`src/rtl/btb_update_sched.sv`:
```
// btb_update_sched
// Collects BTB update requests from two branch units into a 4-entry FIFO and
// drains them into the BTB write port whenever the front end is not reading.
// A head entry that waits STARVE_LIM consecutive cycles behind fetch reads is
// written anyway, with BtbStop raised so the BTB pipeline register holds.
// Optional feature: define BTB_UPD_BYPASS_EN to let a granted request go
// straight to the write port when the queue is empty and fetch is idle.
module btb_update_sched #(
   parameter int STARVE_LIM = 7
) (
   input  logic        Clk,
   input  logic        Rest,
   input  logic        ReqAValid,
   input  logic [31:0] ReqAPc,
   input  logic [31:0] ReqATarget,
   input  logic [2:0]  ReqAType,
   output logic        ReqAReady,
   input  logic        ReqBValid,
   input  logic [31:0] ReqBPc,
   input  logic [31:0] ReqBTarget,
   input  logic [2:0]  ReqBType,
   output logic        ReqBReady,
   input  logic        FetchReq,
   output logic        WrEn,
   output logic [31:0] WrPc,
   output logic [31:0] WrTarget,
   output logic [2:0]  WrType,
   output logic        BtbStop,
   output logic [2:0]  QCount
);

   typedef struct packed {
      logic [31:0] pc;
      logic [31:0] target;
      logic [2:0]  br_type;
   } upd_t;

   typedef enum logic [1:0] {
      IDLE  = 2'd0,
      WAIT  = 2'd1,
      FORCE = 2'd2
   } state_t;

   localparam logic [3:0] STARVE_LIM_W = 4'(STARVE_LIM);

   upd_t        mem_reg [4];
   logic [1:0]  wr_ptr_reg, wr_ptr_next;
   logic [1:0]  rd_ptr_reg, rd_ptr_next;
   logic [2:0]  count_reg, count_next;
   state_t      state_reg, state_next;
   logic [3:0]  starve_reg, starve_next, starve_inc;
   logic        prio_reg, prio_next;       // 0: A has priority, 1: B

   logic        wr_en_reg;
   logic        btb_stop_reg;
   logic [31:0] wr_pc_reg;
   logic [31:0] wr_target_reg;
   logic [2:0]  wr_type_reg;

   logic        full;
   logic        grant_a, grant_b;
   logic        accept;
   logic        enq;
   logic        pop;
   logic        force_wr;
   logic        bypass;
   logic        has_more;
   upd_t        req_entry;
   upd_t        head_entry;

   assign head_entry = mem_reg[rd_ptr_reg];
   assign starve_inc = (starve_reg == 4'hF) ? 4'hF : starve_reg + 4'd1;

   // Round-robin arbitration between the two requesters; nothing is accepted while full
   always_comb begin
      full      = (count_reg == 3'd4);
      grant_a   = ReqAValid & (~ReqBValid | ~prio_reg);
      grant_b   = ReqBValid & (~ReqAValid | prio_reg);
      ReqAReady = grant_a & ~full;
      ReqBReady = grant_b & ~full;
      accept    = ReqAReady | ReqBReady;
      prio_next = prio_reg;
      if (ReqAValid & ReqBValid & accept) begin
         prio_next = ~prio_reg;
      end
      req_entry.pc      = ReqAReady ? ReqAPc     : ReqBPc;
      req_entry.target  = ReqAReady ? ReqATarget : ReqBTarget;
      req_entry.br_type = ReqAReady ? ReqAType   : ReqBType;
   end

   // Scheduler: decides enqueue/pop, starvation counting and next state
   always_comb begin
      state_next  = state_reg;
      starve_next = starve_reg;
      pop         = 1'b0;
      force_wr    = 1'b0;
      enq         = accept;
      bypass      = 1'b0;
`ifdef BTB_UPD_BYPASS_EN
      // Empty queue and idle fetch port: write the request straight through
      if ((state_reg == IDLE) && !FetchReq && accept) begin
         bypass = 1'b1;
         enq    = 1'b0;
      end
`endif
      // Entries left after popping the head, counting this cycle's enqueue
      has_more = (count_reg > 3'd1) | enq;
      case (state_reg)
         IDLE: begin
            starve_next = 4'd0;
            if (enq) begin
               state_next = WAIT;
            end
         end
         WAIT: begin
            if (!FetchReq) begin
               pop         = 1'b1;
               starve_next = 4'd0;
               state_next  = has_more ? WAIT : IDLE;
            end else begin
               starve_next = starve_inc;
               if (starve_inc >= STARVE_LIM_W) begin
                  state_next = FORCE;
               end
            end
         end
         FORCE: begin
            pop         = 1'b1;
            force_wr    = 1'b1;
            starve_next = 4'd0;
            state_next  = has_more ? WAIT : IDLE;
         end
         default: begin
            state_next  = IDLE;
            starve_next = 4'd0;
         end
      endcase
   end

   // Pointer and occupancy bookkeeping
   always_comb begin
      wr_ptr_next = wr_ptr_reg + {1'b0, enq};
      rd_ptr_next = rd_ptr_reg + {1'b0, pop};
      count_next  = count_reg;
      if (enq & ~pop) begin
         count_next = count_reg + 3'd1;
      end else if (pop & ~enq) begin
         count_next = count_reg - 3'd1;
      end
   end

   // Control state registers
   always_ff @(posedge Clk or posedge Rest) begin
      if (Rest) begin
         wr_ptr_reg <= 2'd0;
         rd_ptr_reg <= 2'd0;
         count_reg  <= 3'd0;
         state_reg  <= IDLE;
         starve_reg <= 4'd0;
         prio_reg   <= 1'b0;
      end else begin
         wr_ptr_reg <= wr_ptr_next;
         rd_ptr_reg <= rd_ptr_next;
         count_reg  <= count_next;
         state_reg  <= state_next;
         starve_reg <= starve_next;
         prio_reg   <= prio_next;
      end
   end

   // Queue storage; contents need no reset because occupancy gates every read
   always_ff @(posedge Clk) begin
      if (enq) begin
         mem_reg[wr_ptr_reg] <= req_entry;
      end
   end

   // Registered BTB write port; fields hold their last value between writes
   always_ff @(posedge Clk or posedge Rest) begin
      if (Rest) begin
         wr_en_reg     <= 1'b0;
         btb_stop_reg  <= 1'b0;
         wr_pc_reg     <= 32'd0;
         wr_target_reg <= 32'd0;
         wr_type_reg   <= 3'd0;
      end else begin
         wr_en_reg    <= pop | bypass;
         btb_stop_reg <= force_wr;
         if (pop) begin
            wr_pc_reg     <= head_entry.pc;
            wr_target_reg <= head_entry.target;
            wr_type_reg   <= head_entry.br_type;
         end else if (bypass) begin
            wr_pc_reg     <= req_entry.pc;
            wr_target_reg <= req_entry.target;
            wr_type_reg   <= req_entry.br_type;
         end
      end
   end

   assign WrEn     = wr_en_reg;
   assign BtbStop  = btb_stop_reg;
   assign WrPc     = wr_pc_reg;
   assign WrTarget = wr_target_reg;
   assign WrType   = wr_type_reg;
   assign QCount   = count_reg;

endmodule

```
`config.mk`:
```
export PLATFORM = sky130hd
export DESIGN_NAME = btb_update_sched
export DESIGN_NICKNAME = d
export VERILOG_FILES = /design/src/rtl/btb_update_sched.sv
export SDC_FILE = /design/constraint.sdc
export NUM_CORES = 1
export LEC_CHECK = 0
export BUFFER_PORTS_ARGS = -buffer_cell sky130_fd_sc_hd__buf_4
export CAP_MARGIN = 25
export CORE_MARGIN = 3
export CORE_UTILIZATION = 40
export CTS_CLUSTER_DIAMETER = 30
export DETAILED_ROUTE_END_ITERATION = 6
export PLACE_DENSITY = 0.62
export SLEW_MARGIN = 20
export SYNTH_ARGS = -nofsm -noshare
export SYNTH_HDL_FRONTEND = slang
export SYNTH_SLANG_ARGS = --single-unit
```
`constraint.sdc`:
```
create_clock -name Clk -period 5.7 [get_ports Clk]
set_input_delay 0.57 -clock Clk [delete_from_list [all_inputs] [get_ports Clk]]
set_output_delay 0.57 -clock Clk [all_outputs]
set_load 0.02 [all_outputs]
```
==> metrics.md <==
| Metric | Value |
|---|---|
| N_diodes | 0 |
| Sequential area share after synthesis | 73.20% |
| Mapped Cells | 658 |
| Die width | around 190 um |
| Final TNS setup | 0 ps |
| Max-slew headroom | 55.08% |
| Reg2reg setup slack | around 3000 ps |
| Post-synth top area share | between 50% and 60% |
| Fin nets | 1,080 |
| Max VDD drop | around 0.26 mV |
| Overall Global Routing Usage | approximately 16% |
| Clk slew on worst S/H paths | 40 ps |
| TritonCTS clock tree | done |
| Most frequent cells in the layout | edfxtp_1 (268), buf_4 (222), mux2_2 (134), dfrtp_1 (81), clkbuf_16 (74) |
| Via total after detailed routing | approximately 7,000 |
| RD Place Congestion | 0.6711 |
| # hold bufs at CTS | 0 |
| Crit end category | output pin |
| Cts repair resizes | 0 |
| Max Slew Vio Count | 0 |
| WS Path Type | flop to output pin |
| Critical Path AT | roughly 2700 ps |
| #FFs+latches synth | 351 |
| Pin count of the biggest net entering global routing | 46 |
| Cell Area, Placed | 16,000 um^2 |
| Total global routing overflow | 0 |
| Final worst path period share | roughly 57% |
| Most common cell after layout, fill and taps aside | edfxtp_1 |
| Syn_nets | just over 800 |
| Initial core utilization | 40.94% |
| Post-synth top area cell | edfxtp_1 |
| Final setup violation count | 0 |
| Post-layout util | 54.60% |
| Vias in the first global route | 7,626 |
| Area Overhead vs Synth | 33.36% |
| Antenna Nets Post-Route | 0 |
| Syn Area/Cell | 21.02 um^2 |
| Hold WC Path Type | primary input to async pin |
| Crit path launch type | flop |
| Largest register FFs | 268 |
| Longest Clk Path Bufs | 3 |
| Post-route design area | 18,450 um^2 |
| Synth cell types | 32 |
| Antenna violations before repair | 0 |
| Status | finished, final reports clean |
| Die footprint | around 37,000 um^2 |
| Ranking of synthesized cells by area | edfxtp_1 (58%), dfrtp_1 (15%), mux2_2 (11%) |
| Setup bufs post-CTS | 0 |
| Fmax | 0.3088 GHz |
| Synth Warn # | 0 |
| Post-Syn Area | 13,830 um^2 |
| Final Skew | 27.90 ps |
| Min Hold Slack | about 94 ps |
| Total routed wirelength | 28.17 mm |
| Num rows | 67 |
| First-pass GRT wire length | 43.61 mm |
| # H-tree levels | 3 |
| # clock sinks | 351 |
| Final HPWL DP | 17.14 mm |
| Router iterations before antenna repair | 4 |
| Pwr/cell area | 612.9 nW/um^2 |
| Total CTS buffers | 73 |
| RSZ-0062 raised after global routing | false |
| Leakage power | 0.007048 uW |
| Root Driver | clkbuf_16 |
| Count of final hold-check violations | 0 |
| CORE AREA | 33,780 um^2 |
| Slew @ Worst Pin | 673.8 ps |
| Number of max-cap violations | 0 |
| Clk_lat worst skew | 560 ps |
| Mean routed wirelength per cell | 19.60 um |
| CP max FO | 35 |
| Routed vias/inst | 4.957 |
| DRC viols | 0 |
| PortBufs | approximately 210 |
| Crit path time final | between 3000 and 4000 ps |
| Die Ht | 192.0 um |
| Boundary pin count | 213 |
| Crit path required time | between 5000 and 6000 ps |
| Iter 0 DRT Violations | 291 |
| Share of cells above drive strength 1 | between 50 and 60% |
per-stage QoR:
stage | total power, uW | instances | worst slack, ps
global placement | 7296 | 1298 | 2748
detailed placement | 7403 | 1301 | 2949
global route | 11910 | 1437 | 2206
finish | 11300 | 1437 | 2462
CTS | 11500 | 1436 | 2390
floorplan | 6262 | 658 | 1231
final cells by class:
class                      instances  area (um^2)
fill                            2620        15340
sequential                       351        10130
multi-input combinational        265         3523
clock buffer                      92         1989
timing repair buffer             226         1762
tap                              448        560.5
clock inverter                    43        430.4
inverter                          12        47.55
worst paths after layout:
path	from	to	depth (start not counted)
worst min-delay path	Rest	WrTarget[10]	2
max in group asynchronous	Rest	rd_ptr_reg[0]	3
worst max register to register	QCount[0]	mem_reg[3][66]	6
min in group Clk	ReqBValid	prio_reg	3
worst min register to register	prio_reg	prio_reg	1
worst max-delay path	QCount[0]	ReqAReady	7
report_power, final:
group	internal, uW	switching (uW)
Clock	2740	1300
Sequential	3840	414
Combinational	1490	1520
Total	8070	3230
worst max-delay path, stage by stage (launching register included):
cell and delay [ps]:
dfrtp_1 450, inv_1 90, ha_1 220, nand2_1 150
nand3_4 470, buf_4 490, inv_1 100, buf_4 140
kinds of logic after synthesis:
logic type,synth area share (%)
buf+inv,1.692
mux,21.89
compound gates,0.8232
fa+ha+maj,1.086
xor+xnor,0.3800
flops,73.20
simple gates,0.9229
cells in the mapped netlist:
| library cell | n |
|---|---|
| a211o_1 | 1 |
| o2bb2ai_1 | 1 |
| buf_2 | 15 |
| dfrtp_1 | 83 |
| o21ai_0 | 3 |
| buf_1 | 5 |
| nor3b_1 | 1 |
| xnor2_1 | 2 |
| o31ai_1 | 1 |
| ha_1 | 12 |
| nor3_1 | 2 |
| inv_1 | 12 |
| nor4_1 | 1 |
| and3_1 | 1 |
| mux2i_1 | 1 |
| buf_6 | 1 |
| buf_8 | 3 |
| mux2_2 | 134 |
| buf_12 | 1 |
| xor2_1 | 4 |
| a21oi_1 | 4 |
| nand3_1 | 4 |
| and4b_1 | 1 |
| a21o_1 | 2 |
| a31oi_1 | 2 |
| a211oi_1 | 2 |
| edfxtp_1 | 268 |
| nand2_1 | 10 |
| nor2_1 | 8 |
| mux4_2 | 67 |
| clkbuf_1 | 5 |
| o2111a_1 | 1 |
per-layer routing:
| metal | global-route usage [%] | share of wire (%) |
|---|---|---|
| met1 | 19.85 | 41 |
| met2 | 26.71 | 52 |
| met3 | 3.413 | 5.1 |
| met4 | 4.996 | 1.9 |
| met5 | 0 | 0 |
Note: power is estimated with default switching activity, not from simulation.
